## config.mk

```make
export PLATFORM = sky130hd
export DESIGN_NAME = vc_flit_queue_flat
export DESIGN_NICKNAME = d
export VERILOG_FILES = /design/src/rtl/vc_flit_queue_if.sv /design/src/rtl/vc_flit_queue.sv /design/src/flat_wrapper.sv
export SDC_FILE = /design/constraint.sdc
export NUM_CORES = 1
export LEC_CHECK = 0
export CAP_MARGIN = 20
export CORE_ASPECT_RATIO = 1.4
export CORE_MARGIN = 2
export CORE_UTILIZATION = 30
export DETAILED_ROUTE_END_ITERATION = 16
export PLACE_DENSITY = 0.48
export SYNTH_ARGS = -nofsm -noshare
export SYNTH_HDL_FRONTEND = slang
export SYNTH_SLANG_ARGS = --single-unit
```

## constraint.sdc

```tcl
create_clock -name clk -period 5.15 [get_ports clk]
set_input_delay 1.03 -clock clk [delete_from_list [all_inputs] [get_ports clk]]
set_output_delay 1.03 -clock clk [all_outputs]
set_load 0.005 [all_outputs]
```

## src/rtl/vc_flit_queue_if.sv

```systemverilog
// Flit type package and the push/pop port bundle of vc_flit_queue.
// The queue takes the slave modport; the producer/consumer side takes master.
package types;
  typedef struct packed {
    logic [7:0]  src_id;
    logic [7:0]  dst_id;
    logic [15:0] payload;
  } flit_t;
endpackage

interface vc_flit_queue_if #(
  parameter int unsigned NUM_VC = 4,
  parameter int unsigned DEPTH  = 4
);
  localparam int unsigned VC_W  = (NUM_VC > 1) ? $clog2(NUM_VC) : 1;
  localparam int unsigned CNT_W = $clog2(DEPTH + 1);

  types::flit_t              pushed_flit;
  logic [VC_W-1:0]           pushed_vc;
  logic                      pushed_flit_valid;
  logic                      pushed_flit_ready;
  logic [NUM_VC-1:0]         vc_ready;
  logic                      poped_flit_ready;
  logic                      poped_flit_valid;
  types::flit_t              poped_flit;
  logic [VC_W-1:0]           poped_vc;
  logic [NUM_VC*CNT_W-1:0]   vc_count;

  modport master (
    output pushed_flit, pushed_vc, pushed_flit_valid, poped_flit_ready,
    input  pushed_flit_ready, vc_ready, poped_flit_valid, poped_flit, poped_vc, vc_count
  );

  modport slave (
    input  pushed_flit, pushed_vc, pushed_flit_valid, poped_flit_ready,
    output pushed_flit_ready, vc_ready, poped_flit_valid, poped_flit, poped_vc, vc_count
  );
endinterface

```

## src/rtl/vc_flit_queue.sv

```systemverilog
// Multi-VC flit buffer: NUM_VC FIFOs drained through one port by a locking round-robin arbiter.
// Define VC_FLIT_QUEUE_CREDIT_EN to add the registered credit_valid/credit_vc return.
module vc_flit_queue #(
  parameter int unsigned NUM_VC = 4,
  parameter int unsigned DEPTH  = 4,
  localparam int unsigned VC_W  = (NUM_VC > 1) ? $clog2(NUM_VC) : 1
) (
  input  logic            clk,
  input  logic            rst_n,
  vc_flit_queue_if.slave  q
`ifdef VC_FLIT_QUEUE_CREDIT_EN
  ,
  output logic            credit_valid,
  output logic [VC_W-1:0] credit_vc
`endif
);
  localparam int unsigned PTR_W = $clog2(DEPTH);
  localparam int unsigned CNT_W = $clog2(DEPTH + 1);
  localparam logic [CNT_W-1:0] Full = CNT_W'(DEPTH);

  typedef enum logic [0:0] {StFree, StLocked} arb_state_e;

  types::flit_t      mem_q [NUM_VC][DEPTH];
  logic [PTR_W-1:0]  wr_ptr_q [NUM_VC];
  logic [PTR_W-1:0]  wr_ptr_d [NUM_VC];
  logic [PTR_W-1:0]  rd_ptr_q [NUM_VC];
  logic [PTR_W-1:0]  rd_ptr_d [NUM_VC];
  logic [CNT_W-1:0]  cnt_q [NUM_VC];
  logic [CNT_W-1:0]  cnt_d [NUM_VC];
  logic [VC_W-1:0]   rr_q, rr_d;
  logic [VC_W-1:0]   lock_vc_q, lock_vc_d;
  arb_state_e        state_q, state_d;

  logic [NUM_VC-1:0] vc_rdy;
  logic [NUM_VC-1:0] push_sel;
  logic [NUM_VC-1:0] pop_sel;
  logic [VC_W-1:0]   free_vc;
  logic [VC_W-1:0]   grant;
  logic              any_busy;
  logic              offer;
  logic              pop_fire;

  // Readiness looks only at registered counts, so a full VC refuses even while popped.
  always_comb begin
    vc_rdy              = '0;
    push_sel            = '0;
    q.pushed_flit_ready = 1'b0;
    for (int i = 0; i < NUM_VC; i++) begin
      vc_rdy[i] = (cnt_q[i] != Full);
      if (q.pushed_vc == VC_W'(i)) begin
        q.pushed_flit_ready = vc_rdy[i];
        push_sel[i]         = q.pushed_flit_valid && vc_rdy[i];
      end
    end
  end

  assign q.vc_ready = vc_rdy;

  always_comb begin
    q.vc_count = '0;
    for (int i = 0; i < NUM_VC; i++) begin
      q.vc_count[i*CNT_W +: CNT_W] = cnt_q[i];
    end
  end

  // Round-robin search starting at rr_q; only used while no grant is locked.
  always_comb begin
    free_vc  = '0;
    any_busy = 1'b0;
    for (int k = 0; k < NUM_VC; k++) begin
      if (!any_busy && cnt_q[(int'(rr_q) + k) % int'(NUM_VC)] != '0) begin
        any_busy = 1'b1;
        free_vc  = VC_W'((int'(rr_q) + k) % int'(NUM_VC));
      end
    end
  end

  always_comb begin
    grant              = (state_q == StLocked) ? lock_vc_q : free_vc;
    offer              = (state_q == StLocked) || any_busy;
    q.poped_flit_valid = offer;
    q.poped_vc         = grant;
    q.poped_flit       = mem_q[grant][rd_ptr_q[grant]];
    pop_fire           = offer && q.poped_flit_ready;
  end

  always_comb begin
    state_d   = state_q;
    lock_vc_d = lock_vc_q;
    rr_d      = rr_q;
    unique case (state_q)
      StFree: begin
        if (offer && !q.poped_flit_ready) begin
          state_d   = StLocked;
          lock_vc_d = grant;
        end
      end
      StLocked: begin
        if (q.poped_flit_ready) state_d = StFree;
      end
      default: state_d = StFree;
    endcase
    if (pop_fire) rr_d = VC_W'((int'(grant) + 1) % int'(NUM_VC));
  end

  always_comb begin
    pop_sel = '0;
    for (int i = 0; i < NUM_VC; i++) begin
      pop_sel[i]  = pop_fire && (grant == VC_W'(i));
      wr_ptr_d[i] = wr_ptr_q[i] + PTR_W'(push_sel[i]);
      rd_ptr_d[i] = rd_ptr_q[i] + PTR_W'(pop_sel[i]);
      cnt_d[i]    = cnt_q[i] + CNT_W'(push_sel[i]) - CNT_W'(pop_sel[i]);
    end
  end

  // Storage is deliberately left out of reset.
  always_ff @(posedge clk) begin
    for (int i = 0; i < NUM_VC; i++) begin
      if (push_sel[i]) mem_q[i][wr_ptr_q[i]] <= q.pushed_flit;
    end
  end

  always_ff @(posedge clk or negedge rst_n) begin
    if (!rst_n) begin
      for (int i = 0; i < NUM_VC; i++) begin
        wr_ptr_q[i] <= '0;
        rd_ptr_q[i] <= '0;
        cnt_q[i]    <= '0;
      end
      rr_q      <= '0;
      lock_vc_q <= '0;
      state_q   <= StFree;
    end else begin
      for (int i = 0; i < NUM_VC; i++) begin
        wr_ptr_q[i] <= wr_ptr_d[i];
        rd_ptr_q[i] <= rd_ptr_d[i];
        cnt_q[i]    <= cnt_d[i];
      end
      rr_q      <= rr_d;
      lock_vc_q <= lock_vc_d;
      state_q   <= state_d;
    end
  end

`ifdef VC_FLIT_QUEUE_CREDIT_EN
  always_ff @(posedge clk or negedge rst_n) begin
    if (!rst_n) begin
      credit_valid <= 1'b0;
      credit_vc    <= '0;
    end else begin
      credit_valid <= pop_fire;
      if (pop_fire) credit_vc <= grant;
    end
  end
`endif
endmodule

```

## src/flat_wrapper.sv

```systemverilog
// flat-port wrapper written by rule: the top's interface ports become plain ports
module vc_flit_queue_flat 
#(
  parameter int unsigned NUM_VC = 4,
  parameter int unsigned DEPTH  = 4,
  localparam int unsigned VC_W  = (NUM_VC > 1) ? $clog2(NUM_VC) : 1
)
  (clk, rst_n, q_pushed_flit, q_pushed_vc, q_pushed_flit_valid, q_poped_flit_ready, q_pushed_flit_ready, q_vc_ready, q_poped_flit_valid, q_poped_flit, q_poped_vc, q_vc_count);
  vc_flit_queue_if #(.NUM_VC(NUM_VC), .DEPTH(DEPTH)) q_i ();
  input  logic clk;
  input  logic rst_n;
  input wire logic [$bits(q_i.pushed_flit)-1:0] q_pushed_flit;
  input wire logic [$bits(q_i.pushed_vc)-1:0] q_pushed_vc;
  input wire logic [$bits(q_i.pushed_flit_valid)-1:0] q_pushed_flit_valid;
  input wire logic [$bits(q_i.poped_flit_ready)-1:0] q_poped_flit_ready;
  output wire logic [$bits(q_i.pushed_flit_ready)-1:0] q_pushed_flit_ready;
  output wire logic [$bits(q_i.vc_ready)-1:0] q_vc_ready;
  output wire logic [$bits(q_i.poped_flit_valid)-1:0] q_poped_flit_valid;
  output wire logic [$bits(q_i.poped_flit)-1:0] q_poped_flit;
  output wire logic [$bits(q_i.poped_vc)-1:0] q_poped_vc;
  output wire logic [$bits(q_i.vc_count)-1:0] q_vc_count;
  assign q_i.pushed_flit = q_pushed_flit;
  assign q_i.pushed_vc = q_pushed_vc;
  assign q_i.pushed_flit_valid = q_pushed_flit_valid;
  assign q_i.poped_flit_ready = q_poped_flit_ready;
  assign q_pushed_flit_ready = q_i.pushed_flit_ready;
  assign q_vc_ready = q_i.vc_ready;
  assign q_poped_flit_valid = q_i.poped_flit_valid;
  assign q_poped_flit = q_i.poped_flit;
  assign q_poped_vc = q_i.poped_vc;
  assign q_vc_count = q_i.vc_count;
  vc_flit_queue #(.NUM_VC(NUM_VC), .DEPTH(DEPTH)) u_core (.clk(clk), .rst_n(rst_n), .q(q_i));
endmodule
```

==> flow_metrics.py, run 1 <==
metrics = {
    "outcome": {
        "outcome": "complete, no violations",
    },
    "global_route": {
        "grt_pass1_wl_um": 109000,
        "overflow": 0,
        "grt_util_all_layers_pct": 17.6,
        "grt_antenna_before_repair": 4,
        "grt_pass1_vias": 16500,
        "grt_max_degree": 160,
    },
    "logic_synthesis": {
        "yosysWarnings": 0,
        "synth_edf_count": 512,
        "synth_nets": 1793,
        "syn_avg_cell_area_um2": 13.9,
        "synth.cell_area_mm2": 0.0240,
        "async_reset_ff_share_pct": 6.06,
        "synth-main-ff-cell": "edfxtp_1",
        "yosysSeqAreaShare_pct": 67.4,
        "synth.distinct_cells": 51,
        "syn_inst": 1735,
        "ys_seq_elements": 545,
    },
    "layout": {
        "drive_gt1_share_pct": 11.4,
        "final_cell_mix": "edfxtp_1, o21ai_0, inv_1",
        "final_common_cell": "edfxtp_1",
        "areaGrowthSynthToFinish_pct": 18.8,
        "post-route-util_pct": 36.0,
        "finalInstanceArea_mm2": 0.0285,
        "finalNetCount": 1851,
    },
    "detailed_routing": {
        "ant_nets": 0,
        "drtPass1Iterations": 5,
        "finalWirelength_um": 76900,
        "routed_via_density": 5.63,
        "drt_iter0_drc": 1600,
        "drc": 0,
        "wl_per_cell_um": 26.6,
        "vias": 16300,
    },
    "power": {
        "vdd_drop_max_mv": 0.671,
        "p_per_area_mw_per_mm2": 629,
        "p_leak_nw": 9.88,
    },
    "worst_setup_path": {
        "critPathBufInv": 4,
        "cp_max_fo": 26,
        "cp-start-kind": "register",
        "cpMaxStageDelayCell": "clkdlybuf4s50_1",
        "cpPeakStageDelay_ns": 0.56,
        "critPathTopFamily": "buffers and inverters",
        "critPathKind": "reg -> out",
        "worstPathRequired_ns": 4.12,
        "cp.arrival_ns": 4.03,
        "worstPathCellList": "nor3_4, o22ai_2, o211a_4, buf_4, o311a_1, a32oi_4, buf_4, buf_16, mux2i_1, mux2i_2, clkdlybuf4s50_1",
        "cpMostUsedCell": "buf_4",
        "endpoint_kind": "primary output",
    },
    "placement": {
        "place_area_mm2": 0.0262,
        "dp_slack_ns": 0.348,
        "numPortBuffers": 89,
        "hpwl_um": 35000,
        "place_congestion": 0.726,
    },
    "clock_network": {
        "ctsHoldBuffers": 0,
        "cts-root-buf": "clkbuf_16",
        "cts_buffers": 55,
        "htreeDepth": 2,
        "cts_buffer_depth": 3,
        "cts.clk_slew.worst_paths_ns": 0.06,
        "cts_tree": "built",
        "clk_latency_ns": 0.63,
        "cts.sinks": 545,
    },
    "die": {
        "dieArea_mm2": 0.0824,
        "std_cell_rows": 122,
        "ios": 90,
        "fp.dieH_um": 339,
        "core_area_mm2": 0.0792,
        "start_util_pct": 30.3,
        "chipWidth_um": 243,
    },
    "sta": {
        "slew_headroom_pct": 40.6,
        "drv_slew": 0,
        "fmax_mhz": 198,
        "fin_crit_ns": 5.06,
        "skew_ns": 0.0262,
        "worst_slack_ns": 0.0917,
        "setup_violations": 0,
        "rsz0062_at_grt": "yes",
        "min_period_over_period_pct": 98.2,
        "final_hold_viol_count": 0,
        "tightest_slew_ns": 0.891,
    },
    "worst_hold_path": {
        "hp-class": "reg -> reg",
    },
    "flow_run": {
        "cap_violations": 0,
    },
}
[sequential cells by signal (all words and copies together) (netlist names)]
name               count
u_core.rd_ptr_q        8
u_core.lock_vc_q       2
u_core.mem_q         512
u_core.rr_q            2
u_core.state_q         1
u_core.q.vc_count     12
u_core.wr_ptr_q        8
[layer usage]
layer  global-route usage, %  wire, um  up-vias
met5                       0        10        -
li1                        -         -     7064
met1                    22.5     32100     8504
met3                    2.69      4140      138
met2                    29.9     38200      546
met4                    6.93      2440        2
[cells by family after synthesis]
logic type / count (synthesis) / share of synthesized area, %
muxes: 100 / 4.22
adders and majority gates: 20 / 1.17
AOI/OAI and AO/OA: 531 / 16.0
buffers and inverters: 329 / 5.78
DFF: 545 / 67.4
xor gates and xnor gates: 20 / 0.729
and+or+nand+nor: 190 / 4.74
[report_power, final]
group / leakage (nW) / internal [mW] / switching [mW]
sequential: 5.01 / 5.23 / 0.238
combinational: 4.07 / 3.79 / 4.86
clock: 0.803 / 2.11 / 1.72
total: 9.88 / 11.1 / 6.82
[cell usage after synthesis, types with 2 or more instances]
library cell  count  area, um2
a21oi_1           2       10.0
buf_6             5       56.3
inv_1           145        544
mux2i_1          98        981
fa_1              4       80.1
buf_8             2       30.0
xnor2_1          14        123
dfrtp_1          33        826
nand2_1          16       60.1
xor2_1            6       52.6
and3b_1           3       26.3
nor2_1           14       52.6
inv_2             3       11.3
buf_1             9       33.8
a32oi_1         128       1120
ha_1             16        200
or3_1             3       18.8
nor3_1            3       15.0
buf_2            12       60.1
clkbuf_1        145        544
buf_12            4       80.1
buf_4             4       30.0
nor3b_1           4       30.0
nand4_1         129        807
o311a_1         129       1290
o21ai_0         259       1300
edfxtp_1        512      15400
nand3_1           3       15.0
o211ai_1          2       15.0
and3_1            7       43.8
[path summary, 6_finish.rpt]
| check | startpoint | endpoint | slack, ns | cells past startpoint |
|---|---|---|---|---|
| worst max-delay path | u_core.q.vc_count[8] | q_poped_flit[2] | 0.09 | 11 |
| worst min-delay path | u_core.rd_ptr_q[7] | u_core.rd_ptr_q[7] | 0.47 | 1 |
| worst max register to register | u_core.q.vc_count[9] | u_core.q.vc_count[8] | 1.29 | 16 |
| worst min register to register | u_core.rd_ptr_q[7] | u_core.rd_ptr_q[7] | 0.47 | 1 |
| max in group asynchronous | rst_n | u_core.q.vc_count[1] | 3.98 | 2 |
| min in group asynchronous | rst_n | u_core.q.vc_count[6] | 0.81 | 2 |
[timing repair]
action | 4_1_cts | 5_1_grt
setup buffers | 12 | 8
endpoints found under the setup margin | 32 | 31
resized for setup | 24 | 21
cloned | 5 | 7
pin swaps | 4 | 2
[area by class of cell]
class | instances | area, um2
well taps | 1054 | 1320
multi-input cells | 862 | 6710
fillers | 7488 | 50700
repair buffers | 181 | 2100
flip-flops and latches | 545 | 16200
diodes | 3 | 7.51
clock buffers | 64 | 1430
inverters | 148 | 556
clock inverters | 30 | 218
[per-stage QoR]
stage	TNS [ns]	cells	hold WS [ns]	power (mW)
after floorplan	0	1735	0.441	10.1
after global placement	0	2759	0.470	13.3
after detailed placement	0	2759	0.467	13.3
after CTS	-0.0170	2870	0.480	17.8
after global routing	-0.115	2887	0.497	18.8
final	0	2887	0.474	18.0
Note: power is estimated with default switching activity, not from simulation.
==> inputs of run 2 (changes only) <==
--- a/config.mk
+++ b/config.mk
@@ -7,7 +7,7 @@
 export LEC_CHECK = 0
 export CAP_MARGIN = 20
 export CORE_ASPECT_RATIO = 1.4
-export CORE_MARGIN = 2
+export CORE_MARGIN = 5
 export CORE_UTILIZATION = 30
 export DETAILED_ROUTE_END_ITERATION = 16
 export PLACE_DENSITY = 0.48
==> run 2 against run 1 <==
Net effect: design area shrank 1.8%; clock skew shrank 0.0083 ns; sequential power is essentially flat; non-clock buffer count shrank 23; via count shrank 1.6%; first-iteration DRC count shrank 22%; clock-buffer cell count grew 1; largest cell class unchanged.
==> flow_metrics.py, run 2 (same netlist as run 1, synthesis figures left out) <==
metrics = {
    "outcome": {
        "outcome": "complete, no violations",
    },
    "clock_network": {
        "cts_tree": "built",
        "ctsHoldBuffers": 0,
        "clk_latency_ns": 0.60,
        "cts.clk_slew.worst_paths_ns": 0.06,
        "cts_buffers": 52,
        "cts.sinks": 545,
        "cts-root-buf": "clkbuf_16",
        "htreeDepth": 2,
        "cts_buffer_depth": 3,
    },
    "sta": {
        "final_hold_viol_count": 0,
        "worst_slack_ns": 0.101,
        "skew_ns": 0.0179,
        "slew_headroom_pct": 39.2,
        "setup_violations": 0,
        "rsz0062_at_grt": "yes",
        "drv_slew": 0,
        "setup_tns_ns": 0,
        "tightest_slew_ns": 0.911,
        "fin_crit_ns": 5.05,
        "min_period_over_period_pct": 98.0,
        "fmax_mhz": 198,
    },
    "global_route": {
        "grt_max_degree": 160,
        "grt_util_all_layers_pct": 16.5,
        "use_met1_pct": 21.0,
        "grt-busiest-layer": "met2",
        "overflow": 0,
        "grt_pass1_wl_um": 109000,
        "grt_antenna_before_repair": 3,
        "gr-usage-met2_pct": 28.9,
        "grtUsageMet3_pct": 2.35,
        "grt_pass1_vias": 16200,
    },
    "layout": {
        "finalNetCount": 1824,
        "areaGrowthSynthToFinish_pct": 16.6,
        "drive_gt1_share_pct": 10.1,
        "final_cell_mix": "edfxtp_1, o21ai_0, inv_1",
        "finalNonFillerCells": 2859,
        "final_common_cell": "edfxtp_1",
        "largest_reg_flops": 512,
    },
    "worst_setup_path": {
        "critPathKind": "reg -> out",
        "worstPathCellList": "or3_1, nor3_1, buf_4, o2bb2ai_4, buf_16, o21ai_0, a32oi_1, mux2i_1, mux2i_2, clkdlybuf4s50_1",
        "cp.arrival_ns": 4.02,
        "cpMaxStageDelayCell": "clkdlybuf4s50_1",
        "cp-start-kind": "register",
        "worstPathRequired_ns": 4.12,
        "endpoint_kind": "primary output",
        "cp_max_fo": 120,
        "cpPeakStageDelay_ns": 0.58,
    },
    "placement": {
        "numPortBuffers": 89,
        "dpl.cell_count": 2750,
        "place_congestion": 0.729,
        "hpwl_um": 34200,
        "dp_slack_ns": 0.316,
    },
    "die": {
        "fp.dieH_um": 345,
        "start_util_pct": 30.3,
        "ios": 90,
        "dieArea_mm2": 0.0860,
        "chipWidth_um": 249,
        "core_area_mm2": 0.0792,
        "std_cell_rows": 122,
    },
    "detailed_routing": {
        "drtPass1Iterations": 5,
        "drt_iter0_drc": 1245,
        "ant_nets": 0,
        "routed_via_density": 5.60,
        "wl_per_cell_um": 26.2,
        "vias": 16000,
        "finalWirelength_um": 74800,
        "drc": 0,
    },
    "worst_hold_path": {
        "hp-class": "reg -> reg",
    },
    "flow_run": {
        "cap_violations": 0,
    },
    "power": {
        "p_per_area_mw_per_mm2": 619,
        "power_mw": 17.3,
        "vdd_drop_max_mv": 0.533,
        "p_leak_nw": 9.64,
    },
}
## run 2: changes by cell type in the layout (fill, tap and decap cells not counted), sizes merged
| cell | before | now |
|---|---|---|
| buf | 83 | 66 |
| bufbuf | 2 | 1 |
| bufinv | 3 | 2 |
| clkbuf | 71 | 67 |
| clkdlybuf4s50 | 86 | 85 |
| clkinv | 25 | 20 |
| clkinvlp | 0 | 2 |
| diode | 3 | 1 |
| dlygate4sd2 | 1 | 0 |
| dlymetal6s2s | 2 | 4 |
| inv | 150 | 151 |
| o211a | 2 | 1 |
## run 2: worst max-delay path, delay by kind of cell (launching register included)
kind	cells	cell delay, ns
muxes	2	0.45
DFF	1	0.45
and+or+nand+nor	2	0.62
buffers and inverters	3	1.15
AOI/OAI and AO/OA	3	0.68
## run 2: final cells by class
type	count	area, um2
multi-input combinational	861	6630
timing repair buffer	158	1750
sequential	545	16200
inverter	148	556
fill	7587	51200
clock inverter	27	189
tap	1054	1320
clock buffer	65	1380
antenna	1	2.50
## run 2: timing repair
item                       CTS  global route
cloned                       3             2
setup endpoints to repair   32            27
buffers inserted             9             3
resized for setup           12            21
pin swaps                    6             3
## run 2: routing by layer
layer	vias up	part of all wire [%]
met5	-	0
met4	0	2.7
met3	109	4.9
met2	514	51
met1	8366	42
li1	7010	-
## run 2: final timing paths
kind / slack, ns / cells after the start / endpoint / start
worst max register to register: 1.37 / 14 / u_core.q.vc_count[8] / u_core.q.vc_count[4]
max in group asynchronous: 3.98 / 2 / u_core.wr_ptr_q[7] / rst_n
min in group asynchronous: 0.85 / 2 / u_core.q.vc_count[6] / rst_n
worst min-delay path: 0.47 / 1 / u_core.rd_ptr_q[1] / u_core.rd_ptr_q[1]
worst max-delay path: 0.10 / 10 / q_poped_flit[9] / u_core.q.vc_count[10]
worst min register to register: 0.47 / 1 / u_core.rd_ptr_q[1] / u_core.rd_ptr_q[1]
## run 2: power by group
group,total [mW],switching (mW),internal (mW)
clock network,3.66,1.66,1.99
registers,5.45,0.228,5.22
logic,8.23,4.68,3.55
## run 2: per-stage QoR
| step | hold slack (ns) | util, % | cell area (um2) |
|---|---|---|---|
| after floorplan | 0.441 | - | 24000 |
| after global placement | 0.466 | 32.9 | 26100 |
| after detailed placement | 0.467 | 32.9 | 26100 |
| after CTS | 0.476 | 35.2 | 27900 |
| after global routing | 0.502 | 35.4 | 28000 |
| final | 0.473 | 35.4 | 28000 |
==> inputs of run 3 (changes only) <==
--- a/config.mk
+++ b/config.mk
@@ -8,9 +8,9 @@
 export CAP_MARGIN = 20
 export CORE_ASPECT_RATIO = 1.4
 export CORE_MARGIN = 5
-export CORE_UTILIZATION = 30
+export CORE_UTILIZATION = 56
 export DETAILED_ROUTE_END_ITERATION = 16
-export PLACE_DENSITY = 0.48
+export PLACE_DENSITY = 0.77
 export SYNTH_ARGS = -nofsm -noshare
 export SYNTH_HDL_FRONTEND = slang
 export SYNTH_SLANG_ARGS = --single-unit
==> run 3 against run 2 <==
Net effect: the run now ends with negative setup slack left; final cell count down 19%; sequential share of layout area up 1.9 points; highest routed layer is now met5; wire length down 15%; core utilization rose by 29 points; combinational power shrank 8.1%; register-to-register slack better by 0.33 ns; non-clock buffer count shrank 21; sequential power about the same; critical path depth shrank 1; clock power about the same; global-route usage is 9.6 points higher; die area shrank 45%; largest power group unchanged.
==> flow_metrics.py, run 3 (same netlist as run 1, synthesis figures left out) <==
metrics = {
    "layout": {
        "drive_gt1_share_pct": 8.59,
        "final_common_cell": "edfxtp_1",
        "fill_cells": 2953,
        "finalNetCount": 1800,
        "areaGrowthSynthToFinish_pct": 12.9,
        "final_cell_mix": "edfxtp_1, o21ai_0, inv_1",
        "largest_reg_flops": 512,
        "finalNonFillerCells": 2330,
    },
    "die": {
        "std_cell_rows": 89,
        "ios": 90,
        "fp.dieH_um": 255,
        "chipWidth_um": 185,
        "start_util_pct": 56.8,
        "core_area_mm2": 0.0423,
        "dieArea_mm2": 0.0472,
    },
    "clock_network": {
        "cts_buffer_depth": 3,
        "cts.clk_slew.worst_paths_ns": 0.07,
        "ctsHoldBuffers": 0,
        "htreeDepth": 2,
        "cts_tree": "built",
        "cts_buffers": 49,
        "cts-root-buf": "clkbuf_16",
        "clk_latency_ns": 0.58,
        "cts.sinks": 545,
    },
    "global_route": {
        "grtUsageMet3_pct": 4.93,
        "overflow": 0,
        "grt_antenna_before_repair": 3,
        "gr-usage-met2_pct": 43.5,
        "grt_util_all_layers_pct": 26.1,
        "grt_max_degree": 202,
        "grt-busiest-layer": "met2",
        "grt_pass1_vias": 16800,
        "use_met1_pct": 34.0,
        "grt_pass1_wl_um": 95300,
    },
    "worst_setup_path": {
        "cp.arrival_ns": 4.20,
        "endpoint_kind": "primary output",
        "cp-start-kind": "register",
        "cp_max_fo": 136,
        "critPathKind": "reg -> out",
        "worstPathRequired_ns": 4.12,
    },
    "detailed_routing": {
        "finalWirelength_um": 63800,
        "ant_nets": 0,
        "wl_per_cell_um": 27.4,
        "drc": 0,
        "vias": 16400,
        "drtPass1Iterations": 5,
        "routed_via_density": 7.03,
        "drt_iter0_drc": 2572,
    },
    "sta": {
        "hold_ws_ns": 0.493,
        "slew_headroom_pct": 33.7,
        "setup_violations": 1,
        "min_period_over_period_pct": 102,
        "worst_slack_ns": -0.0785,
        "fmax_mhz": 191,
        "rsz0062_at_grt": "yes",
        "final_hold_viol_count": 0,
        "fin_crit_ns": 5.23,
        "skew_ns": 0.0227,
        "drv_slew": 0,
        "tightest_slew_ns": 0.992,
    },
    "placement": {
        "dpl.cell_count": 2231,
        "numPortBuffers": 89,
        "place_congestion": 0.796,
        "hpwl_um": 29300,
    },
    "power": {
        "vdd_drop_max_mv": 0.722,
        "p_leak_nw": 9.51,
        "p_per_area_mw_per_mm2": 615,
    },
    "outcome": {
        "outcome": "complete, but fails checks",
        "violations": "negative setup slack",
    },
    "worst_hold_path": {
        "hp-class": "reg -> reg",
    },
    "flow_run": {
        "cap_violations": 0,
    },
}
-- run 3: area by class of cell --
type	instances	area, um2	share of cell area [%]
Inverter	148	556	2.05
Sequential cell	545	16200	59.7
Clock buffer	62	1340	4.93
Multi-Input combinational cell	861	6590	24.3
Timing Repair Buffer	137	1490	5.50
Tap cell	546	683	2.52
Antenna cell	2	5.00	0.0184
Clock inverter	29	275	1.01
-- run 3: worst max-delay path: stages (launching register included) --
cell	delay [ns]
dfrtp_1	0.43
or3_1	0.44
o221ai_1	0.30
o211a_4	0.39
buf_16	0.40
o21ai_0	0.19
a32oi_1	0.43
mux2i_1	0.16
mux2i_1	0.26
clkdlybuf4s50_1	0.55
-- run 3: worst paths after layout --
| check | startpoint | end | slack (ns) | depth (start not counted) |
|---|---|---|---|---|
| worst min-delay path | u_core.rd_ptr_q[3] | u_core.rd_ptr_q[3] | 0.49 | 1 |
| worst max-delay path | u_core.q.vc_count[9] | q_poped_flit[4] | -0.08 | 9 |
| worst max register to register | u_core.q.vc_count[9] | u_core.q.vc_count[8] | 1.70 | 14 |
| min in group asynchronous | rst_n | u_core.wr_ptr_q[3] | 0.85 | 2 |
| max in group asynchronous | rst_n | u_core.rd_ptr_q[7] | 3.96 | 2 |
| worst min register to register | u_core.rd_ptr_q[3] | u_core.rd_ptr_q[3] | 0.49 | 1 |
-- run 3: power by group --
group	switching [mW]	internal (mW)
combinational	4.29	3.27
clock	1.59	2.09
sequential	0.238	5.22
total	6.12	10.6
-- run 3: through the flow --
| step | power [mW] | TNS [ns] | util [%] | setup WS, ns | instance area, um2 |
|---|---|---|---|---|---|
| 6_report | 16.7 | -0.0785 | 64.1 | -0.0785 | 27100 |
| 5_1_grt | 17.4 | -0.215 | 64.1 | -0.100 | 27100 |
| 4_1_cts | 16.5 | 0 | 63.9 | 0.00749 | 27000 |
| 3_5_place_dp | 12.8 | 0 | 59.9 | 0.520 | 25400 |
| 3_3_place_gp | 12.6 | 0 | 59.9 | 0.639 | 25400 |
| 2_1_floorplan | 10.1 | 0 | - | 0.854 | 24000 |
-- run 3: layer usage --
| metal | vias to the layer above | wire length [um] |
|---|---|---|
| met2 | 1047 | 31400 |
| met3 | 152 | 6260 |
| met1 | 8252 | 23900 |
| met5 | - | 13 |
| li1 | 6930 | - |
| met4 | 2 | 2170 |
-- run 3: repair_timing --
action | in CTS | in global routing
resized for setup | 2 | 15
buffers inserted | 3 | 0
pin swaps | 1 | 2
cloned | 1 | 1
endpoints found under the hold margin | 0 | 0
endpoints found under the setup margin | 5 | 14
